[src/rtl/sr_flag_pkg.sv]
// Shared definitions for the SR flag arbiter: op encodings and controller states.
package sr_flag_pkg;

  typedef enum logic [1:0] {
    NOP = 2'b00,
    CLR = 2'b01,
    SET = 2'b10,
    ILL = 2'b11
  } op_e;

  typedef enum logic {
    IDLE  = 1'b0,
    APPLY = 1'b1
  } state_e;

endpackage

[src/rtl/rr_arb2.sv]
// Two-way round-robin grant: a lone requester always wins, a tie goes to
// whichever requester was not granted last.
module rr_arb2 (
  input  logic       valid0,
  input  logic       valid1,
  input  logic       last_grant,
  output logic [1:0] grant
);

  always_comb begin
    grant = 2'b00;
    if (valid0 && valid1) begin
      grant = last_grant ? 2'b01 : 2'b10;
    end else if (valid0) begin
      grant = 2'b01;
    end else if (valid1) begin
      grant = 2'b10;
    end
  end

endmodule

[src/rtl/sr_flag_arbiter.sv]
// Bank of SR flags written by two round-robin arbitrated requesters; each op is
// latched in IDLE and applied as a single set or clear strobe in APPLY.
module sr_flag_arbiter
  import sr_flag_pkg::*;
#(
  parameter int NFLAGS = 4,
  parameter int IDXW   = 2
) (
  input  logic              clk,
  input  logic              rst_n,
  input  logic              req0_valid,
  output logic              req0_ready,
  input  logic [1:0]        req0_op,
  input  logic [IDXW-1:0]   req0_idx,
  input  logic              req1_valid,
  output logic              req1_ready,
  input  logic [1:0]        req1_op,
  input  logic [IDXW-1:0]   req1_idx,
  output logic [NFLAGS-1:0] q,
  output logic [NFLAGS-1:0] q_bar,
  output logic              busy,
  output logic              err
);

  state_e            state_q, state_d;
  logic              last_grant_q, last_grant_d;
  op_e               op_q, op_d;
  logic [IDXW-1:0]   idx_q, idx_d;
  logic [NFLAGS-1:0] q_q, q_d;
  logic              err_q, err_d;

  logic [1:0]        grant;
  logic              grant_en;
  logic              accept;
  logic              idx_ok;
  logic [NFLAGS-1:0] idx_onehot;
  logic [NFLAGS-1:0] set_vec;
  logic [NFLAGS-1:0] clr_vec;

  rr_arb2 u_rr_arb2 (
    .valid0     (req0_valid),
    .valid1     (req1_valid),
    .last_grant (last_grant_q),
    .grant      (grant)
  );

  // Readies only in IDLE and never while reset is held, so nothing is accepted under reset.
  assign grant_en   = (state_q == IDLE) && rst_n;
  assign req0_ready = grant_en && grant[0];
  assign req1_ready = grant_en && grant[1];
  assign accept     = req0_ready || req1_ready;

  assign idx_ok     = ({1'b0, idx_q} < (IDXW + 1)'(NFLAGS));
  assign idx_onehot = NFLAGS'(1) << idx_q;

  always_comb begin
    state_d      = state_q;
    last_grant_d = last_grant_q;
    op_d         = op_q;
    idx_d        = idx_q;
    q_d          = q_q;
    err_d        = err_q;
    set_vec      = '0;
    clr_vec      = '0;

    case (state_q)
      IDLE: begin
        if (accept) begin
          state_d = APPLY;
          if (grant[0]) begin
            op_d         = op_e'(req0_op);
            idx_d        = req0_idx;
            last_grant_d = 1'b0;
          end else begin
            op_d         = op_e'(req1_op);
            idx_d        = req1_idx;
            last_grant_d = 1'b1;
          end
        end
      end

      APPLY: begin
        state_d = IDLE;
        op_d    = NOP;
        // Only one op is in flight, so set and clear can never target a bit together.
        if (op_q == ILL || !idx_ok) begin
          err_d = 1'b1;
        end else if (op_q == SET) begin
          set_vec = idx_onehot;
        end else if (op_q == CLR) begin
          clr_vec = idx_onehot;
        end
        q_d = (q_q | set_vec) & ~clr_vec;
      end

      default: begin
        state_d = IDLE;
      end
    endcase
  end

  always_ff @(posedge clk) begin
    if (!rst_n) begin
      state_q      <= IDLE;
      last_grant_q <= 1'b1;
      op_q         <= NOP;
      idx_q        <= '0;
      q_q          <= '0;
      err_q        <= 1'b0;
    end else begin
      state_q      <= state_d;
      last_grant_q <= last_grant_d;
      op_q         <= op_d;
      idx_q        <= idx_d;
      q_q          <= q_d;
      err_q        <= err_d;
    end
  end

  assign q     = q_q;
  assign q_bar = ~q_q;
  assign busy  = (state_q == APPLY);
  assign err   = err_q;

endmodule

[config.mk]
export PLATFORM = sky130hd
export DESIGN_NAME = sr_flag_arbiter
export DESIGN_NICKNAME = d
export VERILOG_FILES = /design/src/rtl/sr_flag_pkg.sv /design/src/rtl/rr_arb2.sv /design/src/rtl/sr_flag_arbiter.sv
export SDC_FILE = /design/constraint.sdc
export NUM_CORES = 1
export LEC_CHECK = 0
export ABC_AREA = 1
export ABC_CLOCK_PERIOD_IN_PS = 1400
export BUFFER_PORTS_ARGS = -buffer_cell sky130_fd_sc_hd__buf_4
export CORE_AREA = 3 3 40 42
export DETAILED_ROUTE_END_ITERATION = 10
export DIE_AREA = 0 0 43 45
export PLACE_DENSITY = 0.7
export SLEW_MARGIN = 40
export SYNTH_ARGS = -nofsm -noshare
export SYNTH_HDL_FRONTEND = slang
export SYNTH_SLANG_ARGS = --single-unit
[constraint.sdc]
create_clock -name clk -period 1.4 [get_ports clk]
set_clock_uncertainty 0.15 [all_clocks]
set_input_delay 0.07 -clock clk [delete_from_list [all_inputs] [get_ports clk]]
set_output_delay 0.07 -clock clk [all_outputs]
set_load 0.005 [all_outputs]
==> flow_summary.json, run 1 <==
{
  "status": "complete, no violations",
  "track_usage_pct": 15.0,
  "hold_viol": 0,
  "drtPass1Iterations": 4,
  "antenna_found_initial": 0,
  "yosys-top-cells-area": "dfxtp_1 (41%), inv_1 (12%), nand2_1 (12%)",
  "clk_pin_slew_ns": 0.07,
  "crit_path_start_kind": "input pin",
  "r2r_slack_ns": 0.14,
  "arrival_ns": 1.13,
  "syn_area_sq_um": 537,
  "start_util_pct": 41.8,
  "dr.first_iter.drc_count": 12,
  "grt_max_degree": 9,
  "grt_pass1_wl_um": 2120,
  "fin_hold_ws_ns": 0.0169,
  "layout-drive-gt1-share_pct": 30.2,
  "rows": 13,
  "crit_fanout": 6,
  "synthCells": 81,
  "crit_path_end_kind": "output pin",
  "finalWirelength_um": 1410,
  "routed_via_density": 4.81,
  "cts_tree": "done",
  "finalCritPeriodShare_pct": 96.2,
  "p_seq_share_pct": 48.1,
  "maxCapViolCount": 0,
  "setup_viol": 0,
  "synth_nets": 93,
  "totalPowerFinal_mw": 0.731,
  "max_freq_mhz": 743,
  "core_sq_mm": 0.00128,
  "nFillCells": 133,
  "min_period_ns": 1.35,
  "die_x_um": 43,
  "worst_ep_required_time_ns": 1.18,
  "ys_ff_latch": 11,
  "synth_top_cell_by_area": "dfxtp_1",
  "internal_power_mw": 0.520,
  "numClockSinks": 11,
  "overflow": 0,
  "dp_hpwl_um": 913,
  "grt_use_met3_pct": 1.20,
  "area.sequential_sq_um": 221,
  "path_class": "in -> out",
  "synth_area_per_cell_sq_um": 6.63,
  "netlist.area_leader.share_pct": 41.0,
  "swShare_pct": 28.9,
  "cts_made_buffers": 3,
  "relSlewSlack_pct": 86.8,
  "clock_power_share_pct": 30.4,
  "die-area_sq_mm": 0.00194,
  "grt_busiest_layer": "met2",
  "detail-route-antenna-nets": 0,
  "routabilityCongestion": 0.815,
  "p_leak_nw": 0.408,
  "io_pins": 24,
  "grt_pass1_vias": 549,
  "met1_usage_pct": 14.8,
  "max-vdd-ir-drop_uv": 464,
  "tightestPinTransition_ns": 0.197,
  "clock_path_buffers": 2,
  "htree_levels": 1,
  "synth_cell_types": 14,
  "power.density_mw_per_mm2": 866,
  "switching_power_mw": 0.211,
  "combPwrFrac_pct": 21.5,
  "slew_viol_final": 0,
  "met2_usage_pct": 28.4,
  "yosysWarnings": 0,
  "hold_path_class": "in -> reg",
  "clock_latency_ns": 0.27,
  "diodes": 0,
  "die_h_um": 45,
  "drcViolationCount": 0,
  "vias": 630,
  "clockRootBuffer": "clkbuf_4",
  "yosysSeqAreaShare_pct": 41.0,
  "area_growth_pct": 57.3,
  "multi_input_area_sq_um": 260,
  "wl_per_cell_um": 10.8,
  "nets": 129,
  "place.port_buffers": 23
}
## through the flow
stage | utilization [%] | setup TNS (ns) | cells | setup slack [ns] | area, sq um
after floorplan | - | 0 | 81 | 0.208 | 537
after detailed placement | 56.7 | 0 | 119 | 0.0954 | 728
final | 65.7 | 0 | 131 | 0.0534 | 845
after global routing | 65.7 | -0.0118 | 131 | -0.00879 | 845
after global placement | 56.7 | 0 | 119 | 0.123 | 728
after CTS | 64.2 | 0 | 130 | 0.000162 | 825
## power by group through the flow
stage	Sequential, mW	Combinational [mW]	Clock (mW)
floorplan	0.355	0.0745	0
global placement	0.358	0.129	0
detailed placement	0.358	0.130	0
CTS	0.350	0.146	0.227
global route	0.355	0.178	0.238
finish	0.352	0.157	0.222
## per-layer routing
layer	wire [um]	vias to the layer above	share of wire [%]
met5	0	-	0
met4	44	0	3.1
met2	748	28	53
met1	523	270	37
met3	93	4	6.6
li1	-	328	-
## placed cells by master, fill, tap and decap left out, drive strengths merged
cell and n:
a21oi 2, a31oi 3, buf 24, clkbuf 4, dfxtp 11, dlygate4sd3 7
inv 17, nand2 19, nand3 5, nand4 2, nor2 13, nor3 3
o21ai 3, o31ai 3
## cell usage after synthesis, drive strengths merged
cell type  instances
a21oi              2
nor2              13
o21ai              3
o31ai              3
dfxtp             11
nor3               3
nand3              5
nand4              2
inv               17
nand2             19
a31oi              3
## final cells by class
cell class	count	area share, %
multi-input cells	53	30.8
repair buffers	31	30.1
flip-flops and latches	11	26.2
inverters	17	7.56
clock buffers	4	3.11
well taps	15	2.22
## timing repair
| item | CTS | global route |
|---|---|---|
| setup endpoints to repair | 0 | 7 |
| gates resized for setup | 0 | 6 |
| hold buffers | 7 | 0 |
| setup buffers | 0 | 1 |
| hold endpoints to repair | 7 | 0 |
## final timing paths
check        depth (start not counted)                    end              from
min reg2reg                          2       err$_SDFFE_PN0P_  err$_SDFFE_PN0P_
max                                  7             req0_ready             rst_n
min                                  5   op_q[0]$_SDFFE_PN0P_        req1_op[0]
max reg2reg                          6  idx_q[1]$_SDFFE_PN0P_   busy$_SDFF_PP0_
## worst max-delay path: stages
cell,delay [ns]
dlygate4sd3_1,0.55
buf_6,0.12
nand2_1,0.06
inv_2,0.08
nand3_4,0.08
inv_2,0.06
buf_4,0.10
## flip-flops by register name, indices dropped and copies added (netlist names)
name and count:
idx_q 2, q 4, op_q 2, err 1, busy 1, last_grant_q 1
## cell families (layout without fill, tap and decap cells)
logic type,Yosys count,after routing,synth area share (%)
and+or+nand+nor,42,42,34.0
buffers and inverters,17,52,11.9
AOI/OAI and AO/OA,11,11,13.1
DFF,11,11,41.0
No activity file was read; power rests on OpenSTA's default activity.
==> run 2: changes to the inputs <==
Settings changed: ABC_AREA 1 to unset, ABC_CLOCK_PERIOD_IN_PS 1400 to unset, PLACE_DENSITY 0.7 to 0.72.
==> flow_summary.json, run 2 <==
{
  "status": "complete, no violations",
  "die_x_um": 43,
  "crit_path_end_kind": "output pin",
  "synth_edf_count": 0,
  "clock_latency_ns": 0.27,
  "detail-route-antenna-nets": 0,
  "drcViolationCount": 0,
  "finalWirelength_um": 1430,
  "hold_path_class": "in -> reg",
  "hold_path_depth": 4,
  "io_pins": 24,
  "max-vdd-ir-drop_uv": 464,
  "layout-drive-gt1-share_pct": 36.4,
  "finalCritPeriodShare_pct": 97.0,
  "async_reset_ff_share_pct": 0,
  "drtPass1Iterations": 4,
  "ys_ff_latch": 11,
  "clock_path_buffers": 2,
  "fin_hold_ws_ns": 0.0119,
  "reg2regPathDepth": 5,
  "syn_area_sq_um": 564,
  "crit_fanout": 2,
  "die_h_um": 45,
  "yosysWarnings": 0,
  "synth_area_per_cell_sq_um": 8.42,
  "place.port_buffers": 23,
  "totalPowerFinal_mw": 0.728,
  "antenna_found_initial": 0,
  "hold_viol": 0,
  "synth_top_cell_by_area": "dfxtp_1",
  "vias": 596,
  "maxCapViolCount": 0,
  "start_util_pct": 43.9,
  "min_period_ns": 1.36,
  "relSlewSlack_pct": 82.2,
  "clk_pin_slew_ns": 0.07,
  "nets": 112,
  "worst_ep_required_time_ns": 1.18,
  "grt_pass1_wl_um": 2360,
  "max_freq_mhz": 737,
  "ys.flop_type": "dfxtp_1",
  "timing.critical_path.buf_inv": 2,
  "cts_made_buffers": 3,
  "nFillCells": 121,
  "htree_levels": 1,
  "rsz0062_at_grt": "false",
  "power.density_mw_per_mm2": 859,
  "dr.first_iter.drc_count": 6,
  "routed_via_density": 5.23,
  "slew_viol_final": 0,
  "crit_path_start_kind": "flip-flop",
  "area_growth_pct": 50.1,
  "setup_viol": 0,
  "grt_pass1_vias": 551,
  "largest_reg_flops": 4,
  "yosys-top-cells-area": "dfxtp_1 (39%), o311ai_0 (6.2%), o311a_1 (5.3%)",
  "wl_per_cell_um": 12.5,
  "overflow": 0,
  "numClockSinks": 11,
  "final_common_cell": "buf_4",
  "routabilityCongestion": 0.702,
  "cts_tree": "done",
  "track_usage_pct": 16.2,
  "area.sequential_sq_um": 223,
  "die-area_sq_mm": 0.00194,
  "multi_input_area_sq_um": 302,
  "critical_path.top_delay_family": "flip-flops",
  "clockRootBuffer": "clkbuf_4",
  "synth.most_common_cell": "dfxtp_1",
  "arrival_ns": 1.14,
  "path_cells": "buf_6, and2b_1, and3_1, buf_4",
  "yosysSeqAreaShare_pct": 39.0,
  "fin_tns_setup_ns": 0,
  "slowest_stage": "dfxtp_2",
  "dp_hpwl_um": 1020,
  "core_sq_mm": 0.00128,
  "layout.cells.most_common_list": "buf_4 (26), dfxtp_1 (9), inv_1 (8), nand2_1 (6), o21ai_0 (5)",
  "tightestPinTransition_ns": 0.264,
  "synth_nets": 79,
  "diodes": 0,
  "path_depth": 4,
  "rows": 13,
  "netlist.area_leader.share_pct": 39.0,
  "path_class": "reg -> out",
  "synthCells": 67,
  "critPathMaxStageDelay_ns": 0.34,
  "grt_max_degree": 13,
  "netlist_top_cells_count": "dfxtp_1 (11), inv_1 (8), nand2_1 (6)",
  "p_leak_nw": 0.386,
  "synth_cell_types": 25
}
[run 2: power by group]
group          switching, mW  leakage, nW  total (mW)  internal, mW
registers             0.0174       0.0900       0.348         0.331
logic                 0.0661        0.281       0.155        0.0889
clock network          0.114       0.0150       0.225         0.110
[run 2: worst paths after layout]
kind | start | to | slack (ns)
worst max-delay path | busy$_SDFF_PP0_ | req1_ready | 0.04
worst min-delay path | req1_op[1] | op_q[1]$_SDFFE_PN0P_ | 0.01
worst max register to register | busy$_SDFF_PP0_ | q[0]$_SDFFE_PN0P_ | 0.07
worst min register to register | last_grant_q$_SDFFE_PN1P_ | last_grant_q$_SDFFE_PN1P_ | 0.33
[run 2: cells by family (layout without fill, tap and decap cells)]
logic type             after synthesis  after routing  synth area share, %
AO/OA/AOI/OAI                       25             25                 32.2
buffers and inverters               11             43                 8.87
flip-flops                          11             11                 39.0
AND/OR/NAND/NOR                     20             20                 20.0
[run 2: per-stage QoR]
step	cells	instance area (sq um)	util (%)	worst slack, ns
after CTS	112	827	64.4	0.00985
after global routing	114	847	65.9	0.000691
after detailed placement	103	744	57.9	0.0610
final	114	847	65.9	0.0424
after floorplan	67	566	-	0.0483
after global placement	103	744	57.9	0.0978
[run 2: final cells by class]
type / instances / share of cell area [%]
flip-flops and latches: 11 / 26.3
repair buffers: 31 / 29.2
clock buffers: 4 / 3.10
inverters: 8 / 3.55
multi-input cells: 45 / 35.6
well taps: 15 / 2.22
[run 2: worst reg2reg max path, stage by stage (launching register included)]
cell	delay, ns
dfxtp_2	0.34
buf_6	0.09
buf_4	0.14
nand2_1	0.08
o311ai_0	0.26
o21ai_0	0.14
[run 2: layer usage]
metal	global-route usage, %	up-vias	share of wire (%)
li1	-	311	-
met1	18.7	267	45
met2	27.8	16	49
met3	2.39	2	5.2
met4	10.8	0	0.91
met5	0	-	0
[run 2: timing repair]
action / 4_1_cts / 5_1_grt
hold buffers: 3 / 0
buffers inserted: 2 / 2
gates resized for setup: 2 / 5
pin swaps: 1 / 1
setup endpoints to repair: 2 / 8
endpoints found under the hold margin: 6 / 0
